$ cat config.mk
export PLATFORM = sky130hd
export DESIGN_NAME = ram_arbiter
export DESIGN_NICKNAME = d
export VERILOG_FILES = /design/src/rtl/ram_arb_pkg.sv /design/src/rtl/arb2_pick.sv /design/src/rtl/ram_arbiter.sv
export SDC_FILE = /design/constraint.sdc
export NUM_CORES = 1
export LEC_CHECK = 0
export ABC_AREA = 1
export BUFFER_PORTS_ARGS = -buffer_cell sky130_fd_sc_hd__buf_2
export CAP_MARGIN = 20
export CORE_AREA = 2 2 101 103
export DETAILED_ROUTE_END_ITERATION = 10
export DIE_AREA = 0 0 103 105
export PLACE_DENSITY = 0.52
export SLEW_MARGIN = 20
export SYNTH_ARGS = -nofsm -noshare
export SYNTH_HDL_FRONTEND = slang
export SYNTH_SLANG_ARGS = --single-unit
$ cat constraint.sdc
create_clock -name clk -period 2.1 [get_ports clk]
set_input_delay 0.42 -clock clk [delete_from_list [all_inputs] [get_ports clk]]
set_output_delay 0.42 -clock clk [all_outputs]
set_load 0.01 [all_outputs]
$ cat src/rtl/ram_arb_pkg.sv
// ram_arb_pkg: shared types and constants for the two-port RAM arbiter
package ram_arb_pkg;
  localparam int ADDR_W = 16;
  localparam int DATA_W = 32;
  localparam int WAIT_W = 8;
  typedef enum logic {OWN_M0, OWN_M1} owner_e;
  typedef struct packed {
    logic [DATA_W/8-1:0] we;
    logic [ADDR_W-1:0]   addr;
    logic [DATA_W-1:0]   wdata;
  } ram_req_t;
endpackage

$ cat src/rtl/arb2_pick.sv
// arb2_pick: one-hot two-way grant selection for round-robin or fixed priority
module arb2_pick (
  input  logic [1:0] req,
  input  logic       prio_fixed,
  input  logic       last_gnt,
  input  logic       starve,
  output logic [1:0] gnt
);
  logic pick_m1;
  // On a conflict m1 wins when starved (fixed) or when m0 went last (round-robin)
  always_comb begin
    pick_m1 = prio_fixed ? starve : !last_gnt;
    gnt = (&req) ? {pick_m1, !pick_m1} : req;
  end
endmodule

$ cat src/rtl/ram_arbiter.sv
// ram_arbiter: shares one single-port sync RAM between two requesters
module ram_arbiter
  import ram_arb_pkg::*;
#(
  parameter  int ADDR_WIDTH = 16,
  parameter  int DATA_WIDTH = 32,
  parameter  int MAX_WAIT   = 8,
  localparam int NUM_BYTES  = DATA_WIDTH / 8
) (
  input  logic                  clk,
  input  logic                  rst,
  input  logic                  prio_fixed,
  input  logic                  m0_req,
  input  logic [NUM_BYTES-1:0]  m0_we,
  input  logic [ADDR_WIDTH-1:0] m0_addr,
  input  logic [DATA_WIDTH-1:0] m0_wdata,
  output logic                  m0_gnt,
  output logic                  m0_rvalid,
  output logic [DATA_WIDTH-1:0] m0_rdata,
  input  logic                  m1_req,
  input  logic [NUM_BYTES-1:0]  m1_we,
  input  logic [ADDR_WIDTH-1:0] m1_addr,
  input  logic [DATA_WIDTH-1:0] m1_wdata,
  output logic                  m1_gnt,
  output logic                  m1_rvalid,
  output logic [DATA_WIDTH-1:0] m1_rdata,
  output logic                  ram_en,
  output logic [NUM_BYTES-1:0]  ram_we,
  output logic [ADDR_WIDTH-1:0] ram_addr,
  output logic [DATA_WIDTH-1:0] ram_wdata,
  input  logic [DATA_WIDTH-1:0] ram_rdata
);
  logic [1:0]        gnt;
  owner_e            last_gnt;
  logic [WAIT_W-1:0] wait_cnt;
  logic              starve;
  logic              rsp_valid;
  owner_e            rsp_owner;

  assign starve = wait_cnt == WAIT_W'(MAX_WAIT);

  arb2_pick u_pick (
    .req       ({m1_req, m0_req} & {2{!rst}}),
    .prio_fixed(prio_fixed),
    .last_gnt  (last_gnt == OWN_M1),
    .starve    (starve),
    .gnt       (gnt)
  );

  // Steer the granted port onto the RAM and gate read data back to its owner
  always_comb begin
    m0_gnt    = gnt[0];
    m1_gnt    = gnt[1];
    ram_en    = |gnt;
    ram_we    = gnt[0] ? m0_we    : gnt[1] ? m1_we    : '0;
    ram_addr  = gnt[0] ? m0_addr  : gnt[1] ? m1_addr  : '0;
    ram_wdata = gnt[0] ? m0_wdata : gnt[1] ? m1_wdata : '0;
    m0_rvalid = !rst && rsp_valid && rsp_owner == OWN_M0;
    m1_rvalid = !rst && rsp_valid && rsp_owner == OWN_M1;
    m0_rdata  = m0_rvalid ? ram_rdata : '0;
    m1_rdata  = m1_rvalid ? ram_rdata : '0;
  end

  // Remember the most recent winner; reset favours m0 on the first conflict
  always_ff @(posedge clk) begin
    if (rst) last_gnt <= OWN_M1;
    else if (ram_en) last_gnt <= gnt[1] ? OWN_M1 : OWN_M0;
  end

  // Count cycles m1 is kept waiting in fixed mode, saturating at the force point
  always_ff @(posedge clk) begin
    if (rst || !prio_fixed || !m1_req || gnt[1]) wait_cnt <= '0;
    else if (!starve) wait_cnt <= wait_cnt + 1'b1;
  end

  // Track which port owns the read data the RAM returns next cycle
  always_ff @(posedge clk) begin
    if (rst) begin
      rsp_valid <= 1'b0;
      rsp_owner <= OWN_M0;
    end else begin
      rsp_valid <= ram_en && ram_we == '0;
      rsp_owner <= gnt[1] ? OWN_M1 : OWN_M0;
    end
  end
endmodule

Yosys cells after proc, flatten, opt, wreduce, memory -nomap -nowiden
Cells that the tools add are included.
{"block": "word_totals", "latch_bits": 0, "memories": 0, "wordCells": 34, "ram_bits": 0, "register_bits": 11, "romBits": 0, "inputBits": 141}
{"block": "op_classes", "n_mul": 0, "shifts": 0, "order_cmp": 0, "n_bitwise": 2, "n_addsub": 1, "n_eq_ne": 1, "n_div": 0, "muxes": 11, "n_reduce_logical": 15}
{"operator": "32-bit two-way mux", "n": 4}
{"operator": "16-bit two-way mux", "n": 2}
{"operator": "8-bit by 1-bit adder with 8-bit output (second input constant)", "n": 1}
{"operator": "8-bit by 4-bit equality test with 1-bit output (second input constant)", "n": 1}
{"operator": "4-bit two-way mux", "n": 2}
{"operator": "1-bit zero test", "n": 5}
{"operator": "1-bit logical AND", "n": 4}
{"operator": "4-bit zero test", "n": 1}
{"operator": "1-bit logical OR", "n": 3}
{"operator": "2-bit bitwise AND", "n": 1}
{"operator": "1-bit two-way mux", "n": 2}
{"operator": "2-bit two-way mux", "n": 1}
{"operator": "2-bit AND reduction", "n": 1}
{"operator": "2-bit OR reduction", "n": 1}
{"operator": "1-bit inverter", "n": 1}

Longest topological paths before layout
Gate-level depths: netlist (run 1).
{"block": "logic_depth", "ltp_word": 8, "depth_mapped": 12}

Hierarchy
From an unflattened synthesis (run 1), not the netlist that was laid out.
{"block": "unflattened", "hier_cells": 275, "area_unflattened_um2": 1569.0}
{"mod": "ram_arbiter", "cells_each": 261, "n_inst": 1, "seq_area_each_um2": 220.2, "area_per_inst_um2": 1511.4}
{"mod": "arb2_pick", "cells_each": 14, "n_inst": 1, "seq_area_each_um2": 0.0, "area_per_inst_um2": 57.6}

Worst setup path before layout (run 1)
Ideal clock, no wire load.
{"block": "synth_timing", "kind": "reg-to-output", "startpoint": "reg wait_cnt[0]", "endpoint": "out ram_wdata[12]", "setup_slack_ns": 0.237, "arrival_time_ns": 1.443, "t_required_ns": 1.680, "path_stages_with_launch": 12, "path_cell_list": "dfxtp_1 > inv_1 > ha_1 > nand3_2 > nor2_4 > nand2_2 > nand2_4 > nand2_4 > inv_4 > buf_6 > buf_8 > a22o_1"}
{"block": "synth_between", "elab_chain_len": 5, "word_cells_on_any_way": 6, "cone_classes": "eq/ne: 1; mux: 4; reduce/logical: 1"}
{"item": "start, declared", "line": "ram_arbiter.sv:35", "text": "logic [WAIT_W-1:0] wait_cnt;"}
{"item": "start signal, assigned", "line": "ram_arbiter.sv:73", "text": "else if (!starve) wait_cnt <= wait_cnt + 1'b1;"}
{"item": "8-bit by 4-bit equality test with 1-bit output (*)", "line": "ram_arbiter.sv:40", "text": "assign starve = wait_cnt == WAIT_W'(MAX_WAIT);"}
{"item": "1-bit two-way mux (*)", "line": "arb2_pick.sv:12", "text": "pick_m1 = prio_fixed ? starve : !last_gnt;"}
{"item": "2-bit two-way mux (*)", "line": "arb2_pick.sv:13", "text": "gnt = (&req) ? {pick_m1, !pick_m1} : req;"}
{"item": "32-bit two-way mux / 2-bit two-way mux (equally long branches)", "line": "ram_arbiter.sv:57, arb2_pick.sv:13"}
{"item": "32-bit two-way mux (*)", "line": "ram_arbiter.sv:57", "text": "ram_wdata = gnt[0] ? m0_wdata : gnt[1] ? m1_wdata : '0;"}
{"item": "end, declared", "line": "ram_arbiter.sv:30", "text": "output logic [DATA_WIDTH-1:0] ram_wdata,"}
Mark *: on every way between the ends. The rest lies on a longest branch, timed or not.

Worst setup path in the final report (run 1)
{"block": "layout_timing", "startpoint": "reg wait_cnt[1]", "endpoint": "out ram_wdata[2]"}
The elaborated chain is that of the path after synthesis.

==> flow_summary_export.csv, run 1 <==
group,metric,value,unit
cts,cts_made_buffers,3,
route,drtAntennaViolNets,0,
floorplan,num_rows,36,
yosys,yosys_register_bits,11,
timing,slew_viol_final,0,
route,vias_per_cell,4.32,
timing,fin_crit_sh,1.04,
timing,fin_skew,1.17,ps
job,maxCapViolCount,0,
timing,max_freq,0.460,GHz
timing,hold_viol,0,
floorplan,coreArea,9640,sq um
pwr,power_density,309,nW/um^2
placed_design,dp_hpwl,7.70,mm
pwr,ir_drop,0.000161,V
cts,cts_buffer_depth,2,
floorplan,start_util,0.163,
cts,cts-root-buf,"clkbuf_8",
run_status,status,"complete, but fails checks",
yosys,synthCells,261,
critical_path,cp.required,1680,ps
cells_and_area,fillCellCount,1085,
timing,tightestPinTransition,425,ps
cts,postCtsHoldBufs,0,
timing,setup_viol,50,
route,vias,2864,
timing,whs,499,ps
yosys,ys_warn_count,0,
floorplan,die_x,103,microns
route,drc_errors,0,
yosys,syn_nets,404,
yosys,synth_area_per_cell,6.01,sq um
timing,worst_slack,-76.2,ps
cells_and_area,syn_to_final_growth,113,%
cts,htreeDepth,1,
timing,relSlewSlack,0.714,
global_routing,grt_pass1_vias,2696,
yosys,ys_types,28,
cts,cts_tree,"built",
pwr,power.leakage,0.00220,uW
critical_path,crit_path_end_kind,"output port",
yosys,synthesis.area,1570,sq um
timing,rsz0062_at_grt,"true",
cells_and_area,final_nets,674,
cts,path_clk_slew,50,ps
route,wirelength,9.76,mm
route,avgRoutedWirePerCell,14.7,microns
critical_path,rrSetupSlack,460,ps
floorplan,die_h,105,microns
floorplan,io_pins,262,
global_routing,grt_overflow_total,0,
critical_path,cp-start-kind,"flop",
global_routing,grt_max_degree,33,
placed_design,portBuffers,261,
floorplan,die-area,10800,sq um
global_routing,grt_pass1_wl,13.3,mm
min_path,hold_path_class,"reg2reg",
global_routing,gr-usage-all-layers,0.160,
cts,insertion_delay,240,ps
cts,clock_sinks,11,
route,drt-initial-drc-count,120,
cells_and_area,antennaDiodeCount,0,
route,drtPass1Iterations,4,
placed_design,gp_congestion,0.835,
run_status,violations,"setup timing",
cells_and_area,design_area,3340,sq um
placed_design,pre_cts_ws,-37.7,ps
cells_and_area,post-route-util,0.346,
yosys,yosysSeqAreaShare,0.140,
critical_path,worstSetupPathType,"reg2out",
critical_path,path_max_fanout,17,
global_routing,antenna_found_initial,0,
placed_design,placed_area,3030,sq um
critical_path,cp.arrival,1760,ps
timing,period_minus_slack,2180,ps
cells_and_area,drive_gt1_frac,0.577,
cells in the mapped netlist:
library cell	count	share of area
dfxtp_1	11	0.14
nor3_1	3	0.0096
inv_1	56	0.13
inv_4	1	0.0040
clkbuf_1	6	0.014
o21ai_0	5	0.016
nand3_1	7	0.022
xnor2_1	1	0.0056
xor2_1	1	0.0056
buf_6	2	0.014
o21bai_1	1	0.0048
inv_2	1	0.0024
a22o_1	48	0.27
buf_2	7	0.022
nand2_4	4	0.029
nor2_4	1	0.0072
nand2_1	16	0.038
nand4_1	1	0.0040
buf_8	1	0.0096
a21oi_1	2	0.0064
nand2_2	2	0.0080
nor3b_1	2	0.0096
ha_1	2	0.016
nor3_4	1	0.010
nor2_1	75	0.18
nand3_2	1	0.0064
nor2_2	2	0.0080
a31oi_1	1	0.0040
registers in the layout (all words and copies together) (netlist names):
name,cells
rsp_owner,1
rsp_valid,1
last_gnt,1
wait_cnt,8
area by class of cell:
class,instances,area [sq um],area share
clock buffer,4,45.0,0.0135
inverter,58,234,0.0701
multi-input combinational,177,1090,0.327
sequential,11,225,0.0675
tap,133,166,0.0499
timing repair buffer,275,1520,0.454
timing repair inverter,5,61.3,0.0184
through the flow:
| step | power (uW) | TNS (ps) | cells |
|---|---|---|---|
| floorplan | 471 | 0 | 261 |
| global placement | 746 | -7.61 | 647 |
| detailed placement | 749 | -400 | 647 |
| CTS | 1020 | -1860 | 661 |
| global route | 1090 | -6310 | 663 |
| finish | 1030 | -2330 | 663 |
routing by layer:
| metal | track usage | wire length, microns |
|---|---|---|
| met5 | 0 | 0 |
| met3 | 0.0161 | 782 |
| met4 | 0.109 | 603 |
| met1 | 0.152 | 3320 |
| met2 | 0.310 | 5050 |
critical path, cell delays in order, from the launching register on:
cell and delay, ps:
dfxtp_2 320, inv_2 60, ha_4 130, nand3_4 60, nor2_4 100, nand2_2 70
nand2_4 100, nand2_8 110, buf_12 180, a22o_1 240, buf_6 130
cells in the final DEF (no fill, tap or decap), types with 4 or more instances in the layout:
| cell type | count |
|---|---|
| buf_2 | 259 |
| dfxtp_2 | 4 |
| nand2_1 | 16 |
| dfxtp_1 | 7 |
| nor2_1 | 75 |
| inv_1 | 54 |
| nand3_1 | 6 |
| buf_4 | 7 |
| buf_12 | 4 |
| a22o_1 | 48 |
worst paths after layout:
path | cells after the start | to | startpoint
setup / recovery | 10 | ram_wdata[2] | wait_cnt[1]$_SDFFE_PP0P_
hold reg to reg | 2 | wait_cnt[5]$_SDFFE_PP0P_ | wait_cnt[5]$_SDFFE_PP0P_
hold / removal | 2 | wait_cnt[5]$_SDFFE_PP0P_ | wait_cnt[5]$_SDFFE_PP0P_
setup reg to reg | 10 | wait_cnt[7]$_SDFFE_PP0P_ | wait_cnt[1]$_SDFFE_PP0P_
kinds of logic after synthesis:
| logic type | synth area share |
|---|---|
| and+or+nand+nor | 0.332 |
| xor gates and xnor gates | 0.0112 |
| buffers and inverters | 0.201 |
| adders and majority gates | 0.0160 |
| AOI/OAI and AO/OA | 0.299 |
| DFF | 0.140 |
power by group:
part           internal, uW  switching, uW
Combinational           292            310
Clock                   133           78.8
Sequential              215           2.64
repair_timing:
action / 4_1_cts / 5_1_grt
pin swaps: 6 / 3
gates resized for setup: 25 / 7
gates cloned: 7 / 2
setup endpoints to repair: 52 / 53
setup buffers: 3 / 0
hold endpoints to repair: 0 / 0
(Power assumes the default switching activity.)
==> inputs of run 2 (changes only) <==
--- a/config.mk
+++ b/config.mk
@@ -7,7 +7,6 @@
 export LEC_CHECK = 0
 export ABC_AREA = 1
 export BUFFER_PORTS_ARGS = -buffer_cell sky130_fd_sc_hd__buf_2
-export CAP_MARGIN = 20
 export CORE_AREA = 2 2 101 103
 export DETAILED_ROUTE_END_ITERATION = 10
 export DIE_AREA = 0 0 103 105
@@ -15,4 +14,5 @@
 export SLEW_MARGIN = 20
 export SYNTH_ARGS = -nofsm -noshare
 export SYNTH_HDL_FRONTEND = slang
+export SYNTH_HIERARCHICAL = 1
 export SYNTH_SLANG_ARGS = --single-unit
==> constraint.sdc (replaced) <==
create_clock -name clk -period 2.1 [get_ports clk]
set_input_delay 0.42 -clock clk [delete_from_list [all_inputs] [get_ports clk]]
set_output_delay 0.42 -clock clk [all_outputs]
set_load 0.05 [all_outputs]
==> flow_summary_export.csv, run 2 <==
group,metric,value,unit
cells_and_area,final_nets,710,
yosys,synth_top_cell_by_area,"a22o_1",
timing,fin_skew,3.40,ps
timing,period_minus_slack,2400,ps
cells_and_area,layout_common_cells,"206 x buf_2, 47 x nor2_1, 45 x inv_1, 45 x a22o_4, 31 x nor2_2",
pwr,power_density,385,nW/um^2
yosys,ys_top_cells_by_area,"a22o_1 27%, nor2_1 19%, dfxtp_1 14%",
timing,hold_viol,0,
placed_design,dp.cells,685,
floorplan,num_rows,36,
critical_path,max_stage_delay,330,ps
global_routing,grt_pass1_wl,13.7,mm
global_routing,grt_max_degree,34,
timing,tightestPinTransition,292,ps
cts,insertion_delay,240,ps
yosys,ys_warn_count,6,
critical_path,cp-start-kind,"flop",
cts,cts-root-buf,"clkbuf_8",
critical_path,crit_path_top_delay_cell,"dfxtp_2",
critical_path,path_delay_family,"buffers and inverters",
job,maxCapViolCount,0,
timing,relSlewSlack,0.805,
critical_path,cp.arrival,1980,ps
cts,htreeDepth,1,
floorplan,start_util,0.163,
yosys,ys.flop_type,"dfxtp_1",
yosys,ys_types,23,
floorplan,die-area,10800,sq um
critical_path,path_max_fanout,7,
placed_design,gp_congestion,0.834,
critical_path,cp.required,1680,ps
yosys,synth_common_cells,"80 x nor2_1, 52 x inv_1, 48 x a22o_1",
cells_and_area,syn_to_final_growth,194,%
global_routing,grt_pass1_vias,2821,
timing,whs,473,ps
pwr,ir_drop,0.000280,V
route,drtPass1Iterations,4,
cells_and_area,layout_commonest_cell,"buf_2",
run_status,violations,"setup timing",
global_routing,gr-usage-all-layers,0.160,
yosys,synth_enable_flop_cells,0,
min_path,hold_path_class,"in2reg",
route,wirelength,9.97,mm
critical_path,path_buf_inv,4,
yosys,synthCells,275,
cts,cts_made_buffers,3,
yosys,synthesis.area,1570,sq um
critical_path,cpMostUsedCell,"nor2_4",
placed_design,pre_cts_ws,-247,ps
critical_path,crit_path_end_kind,"output port",
yosys,yosys_register_bits,11,
route,drc_errors,0,
global_routing,grt_overflow_total,0,
timing,fin_crit_sh,1.14,
timing,slew_viol_final,0,
floorplan,io_pins,262,
critical_path,path_cells,"inv_2 > ha_4 > nand3_4 > nor2_4 > nand2_1 > nand2_2 > o21ai_4 > nor2_4 > buf_12 > clkbuf_16 > a22o_4 > buf_8",
floorplan,coreArea,9640,sq um
cells_and_area,largest_register_ff_count,8,
yosys,synth_top_area_share,0.268,
cells_and_area,antennaDiodeCount,0,
cells_and_area,max_flop_register,"wait_cnt",
global_routing,antenna_found_initial,0,
yosys,synth_area_per_cell,5.71,sq um
route,vias,2991,
cts,cts_buffer_depth,2,
cells_and_area,final_cell_count_no_fill,699,
cts,cts_tree,"built",
cts,clock_sinks,11,
run_status,status,"complete, but fails checks",
route,drt-initial-drc-count,106,
yosys,yosysMostFrequentCell,"nor2_1",
timing,rsz0062_at_grt,"true",
route,drtAntennaViolNets,0,
cells_and_area,drive_gt1_frac,0.746,
placed_design,portBuffers,261,
yosys,async_flop_share,0,
timing,worst_slack,-299,ps
route,avgRoutedWirePerCell,14.3,microns
floorplan,die_h,105,microns
route,vias_per_cell,4.28,
yosys,syn_nets,418,
critical_path,worstSetupPathType,"reg2out",
placed_design,dp_hpwl,7.84,mm
cts,postCtsHoldBufs,0,
pwr,power.leakage,0.00264,uW
timing,max_freq,0.417,GHz
cts,path_clk_slew,50,ps
yosys,yosysSeqAreaShare,0.140,
cells_and_area,fillCellCount,967,
floorplan,die_x,103,microns
timing,setup_viol,54,
[run 2: cell types whose count changed after synthesis, moves of 3 or more]
| cell | change |
|---|---|
| buf_2 | +7 |
| inv_2 | +3 |
| nand2_1 | +16 |
| nor2_1 | +5 |
| inv_1 | -4 |
| nand2_4 | -4 |
| clkbuf_1 | -6 |
[run 2: layout make-up]
class / instances / area [sq um] / share of cell area
inverter: 56 / 220 / 0.0477
timing repair buffer: 304 / 2310 / 0.499
sequential: 11 / 223 / 0.0482
multi-input combinational: 191 / 1660 / 0.359
clock buffer: 4 / 45.0 / 0.00975
tap: 133 / 166 / 0.0360
[run 2: repair_timing]
action / 4_1_cts / 5_1_grt
gates cloned: 2 / 4
endpoints found under the hold margin: 0 / 0
setup endpoints to repair: 54 / 56
buffers inserted: 4 / 1
gates resized for setup: 118 / 35
pin swaps: 1 / 5
[run 2: path summary, 6_finish.rpt]
path	to	slack, ps	startpoint	cells past startpoint
min	rsp_owner$_SDFF_PP0_	470	rst	3
max	ram_wdata[3]	-300	wait_cnt[0]$_SDFFE_PP0N_	12
min reg2reg	last_gnt$_SDFFE_PP1P_	490	last_gnt$_SDFFE_PP1P_	2
max reg2reg	rsp_valid$_SDFF_PP0_	170	wait_cnt[0]$_SDFFE_PP0N_	17
[run 2: stage by stage]
stage | cell area (sq um) | util | TNS, ps | total power (uW)
floorplan | 2130 | - | -5780 | 962
global placement | 3870 | 0.401 | -9700 | 1310
detailed placement | 3870 | 0.401 | -11840 | 1310
CTS | 4390 | 0.456 | -16640 | 1710
global route | 4620 | 0.479 | -19850 | 1850
finish | 4620 | 0.479 | -14140 | 1780
[run 2: cells by family after synthesis]
family | count (synthesis) | share of synthesized area
adders and majority gates | 2 | 0.0159
xor gates and xnor gates | 2 | 0.0112
AOI/OAI and AO/OA | 57 | 0.301
and+or+nand+nor | 130 | 0.337
buffers and inverters | 73 | 0.195
DFF | 11 | 0.140
[run 2: routing by layer]
| metal | GRT usage | vias to the layer above | wire length [microns] |
|---|---|---|---|
| met1 | 0.172 | 1328 | 3570 |
| met2 | 0.302 | 185 | 5290 |
| li1 | - | 1462 | - |
| met5 | 0 | - | 0 |
| met4 | 0.0348 | 0 | 157 |
| met3 | 0.0455 | 16 | 948 |
[run 2: report_power, final]
part / switching (uW) / total, uW / internal, uW
Clock: 81.7 / 215 / 133
Combinational: 744 / 1350 / 603
Sequential: 3.19 / 217 / 214
Total: 829 / 1780 / 951
[run 2: worst reg2reg max path, cell delays in order, from the launching register on]
cell and delay, ps:
dfxtp_2 320, inv_2 70, ha_4 130, nand3_4 70
nor2_4 120, inv_2 40, nand2_2 50, nand3_2 90
nand2_4 70, inv_2 40, nor2_4 120, buf_6 150
buf_16 130, a21oi_4 60, buf_4 130, buf_4 120
nand3_1 80, nor2_1 40
==> inputs of run 3 (changes only) <==
--- a/config.mk
+++ b/config.mk
@@ -14,5 +14,4 @@
 export SLEW_MARGIN = 20
 export SYNTH_ARGS = -nofsm -noshare
 export SYNTH_HDL_FRONTEND = slang
-export SYNTH_HIERARCHICAL = 1
 export SYNTH_SLANG_ARGS = --single-unit
==> constraint.sdc (replaced) <==
create_clock -name clk -period 2.89 [get_ports clk]
set_input_delay 0.578 -clock clk [delete_from_list [all_inputs] [get_ports clk]]
set_output_delay 0.578 -clock clk [all_outputs]
set_load 0.05 [all_outputs]
==> flow_summary_export.csv, run 3 (synthesized netlist as in run 1, its figures left out) <==
group,metric,value,unit
timing,whs,505,ps
floorplan,num_rows,36,
cells_and_area,drive_gt1_frac,0.551,
cells_and_area,fillCellCount,1073,
timing,relSlewSlack,0.767,
timing,rsz0062_at_grt,"false",
floorplan,io_pins,262,
pwr,switching_share,0.525,
cts,cts_resized,0,
cts,postCtsHoldBufs,0,
cts,cts_tree,"built",
critical_path,worst_r2r_endpoint,"rsp_valid$_SDFF_PP0_",
placed_design,gp_congestion,0.826,
timing,fin_skew,1.26,ps
global_routing,grt_max_degree,50,
floorplan,start_util,0.163,
timing,tightestPinTransition,350,ps
timing,setup_viol,0,
critical_path,max_stage_delay,340,ps
critical_path,rrSetupSlack,1060,ps
route,drt-initial-drc-count,96,
global_routing,grt_pass1_wl,9.96,mm
cells_and_area,layout_commonest_cell,"buf_2",
min_path,hold_end,"wait_cnt[1]$_SDFFE_PP0P_",
critical_path,crit_path_end_kind,"output port",
critical_path,worstSetupPathType,"reg2out",
timing,fin_crit_sh,0.920,
floorplan,die_x,103,microns
route,drtPass1Iterations,4,
run_status,status,"finished clean",
pwr,p_seq_frac,0.174,
global_routing,antenna_found_initial,0,
min_path,hold_path_class,"reg2reg",
pwr,finalPower,914,uW
critical_path,path_max_fanout,34,
critical_path,path_delay_family,"buffers and inverters",
min_path,min-delay-start,"wait_cnt[1]$_SDFFE_PP0P_",
pwr,ir_drop,0.000162,V
global_routing,grt_pass1_vias,2292,
critical_path,path_cells,"inv_1 > ha_1 > nand3_2 > nor2_4 > nand2_2 > nand2_4 > nand2_4 > buf_12 > o21ai_0 > inv_1 > buf_2",
critical_path,crit_path_top_delay_cell,"dfxtp_1",
placed_design,dp_hpwl,6.22,mm
floorplan,die-area,10800,sq um
critical_path,r2r_cells,11,
pwr,power.leakage,0.00206,uW
cts,cts-root-buf,"clkbuf_8",
critical_path,cp-start-kind,"flop",
cts,clock_sinks,11,
pwr,p_int,434,uW
floorplan,coreArea,9640,sq um
cells_and_area,largest_register_ff_count,8,
cells_and_area,post-route-util,0.316,
critical_path,path_buf_inv,4,
cells_and_area,max_flop_register,"wait_cnt",
timing,slew_viol_final,0,
cells_and_area,syn_to_final_growth,94.3,%
timing,period_minus_slack,2660,ps
route,vias,2668,
route,drc_errors,0,
global_routing,grt_overflow_total,0,
pwr,power_density,300,nW/um^2
route,vias_per_cell,4.12,
pwr,clkPwrFrac,0.161,
timing,hold_viol,0,
cts,cts_buffer_depth,2,
cells_and_area,antennaDiodeCount,0,
cts,cts_made_buffers,3,
route,wirelength,7.26,mm
job,maxCapViolCount,0,
route,drtAntennaViolNets,0,
critical_path,cp.required,2310,ps
floorplan,die_h,105,microns
cts,path_clk_slew,50,ps
cells_and_area,layout_common_cells,"261 x buf_2, 75 x nor2_1, 56 x inv_1, 48 x a22o_1, 16 x nand2_1",
global_routing,gr-usage-all-layers,0.113,
critical_path,r2r-start,"wait_cnt[0]$_SDFFE_PP0P_",
timing,max_freq,0.376,GHz
cells_and_area,final_nets,658,
cts,insertion_delay,230,ps
critical_path,cp.arrival,2080,ps
pwr,pwr-share-comb,0.666,
cts,postCtsSetupBuffers,0,
placed_design,portBuffers,261,
route,avgRoutedWirePerCell,11.2,microns
min_path,whs_path_depth,2,
cts,htreeDepth,1,
pwr,p_switching,480,uW
==> run 3: power groups by stage <==
stage | Combinational, uW | Clock (uW) | Sequential [uW]
after global routing | 643 | 161 | 159
after CTS | 611 | 154 | 159
after global placement | 606 | 0 | 161
after detailed placement | 610 | 0 | 162
final | 608 | 147 | 159
after floorplan | 421 | 0 | 161
==> run 3: how the worst max path moves through the flow <==
stage | endpoint | from | cells past startpoint | slack (ps)
5_1_grt | ram_we[3] | wait_cnt[0]$_SDFFE_PP0P_ | 11 | 50
2_1_floorplan | m1_rdata[10] | rst | 4 | -70
3_5_place_dp | ram_we[3] | rst | 11 | 320
6_report | ram_we[3] | wait_cnt[0]$_SDFFE_PP0P_ | 11 | 230
4_1_cts | ram_addr[6] | wait_cnt[0]$_SDFFE_PP0P_ | 10 | 140
3_3_place_gp | ram_addr[6] | prio_fixed | 8 | 330
==> run 3: metal layers <==
layer	part of all wire	GRT usage
met1	0.37	0.118
met2	0.53	0.236
met3	0.095	0.0114
met4	0.0023	0.0179
met5	0	0
==> run 3: worst reg2reg max path, stage by stage, from the launching register on <==
cell,delay (ps)
dfxtp_1,340
inv_1,70
ha_1,150
nand3_2,100
nor2_4,150
nand2_2,80
nand2_4,100
nand2_4,120
buf_12,200
o21ai_0,250
nand2_1,110
nor2_1,100
==> run 3: stage by stage <==
step | instance area (sq um) | std cells | setup slack, ps | setup TNS (ps)
after floorplan | 1580 | 261 | -65.0 | -3900
after global placement | 3000 | 643 | 329 | 0
after detailed placement | 3000 | 643 | 319 | 0
after CTS | 3040 | 647 | 137 | 0
after global routing | 3050 | 647 | 46.8 | 0
final | 3050 | 647 | 231 | 0
==> run 3: cell type report <==
type,count,area [sq um],share of cell area
clock buffer,4,45.0,0.0148
inverter,58,223,0.0731
multi-input combinational,176,1040,0.342
sequential,11,220,0.0723
timing repair buffer,265,1350,0.443
tap,133,166,0.0546
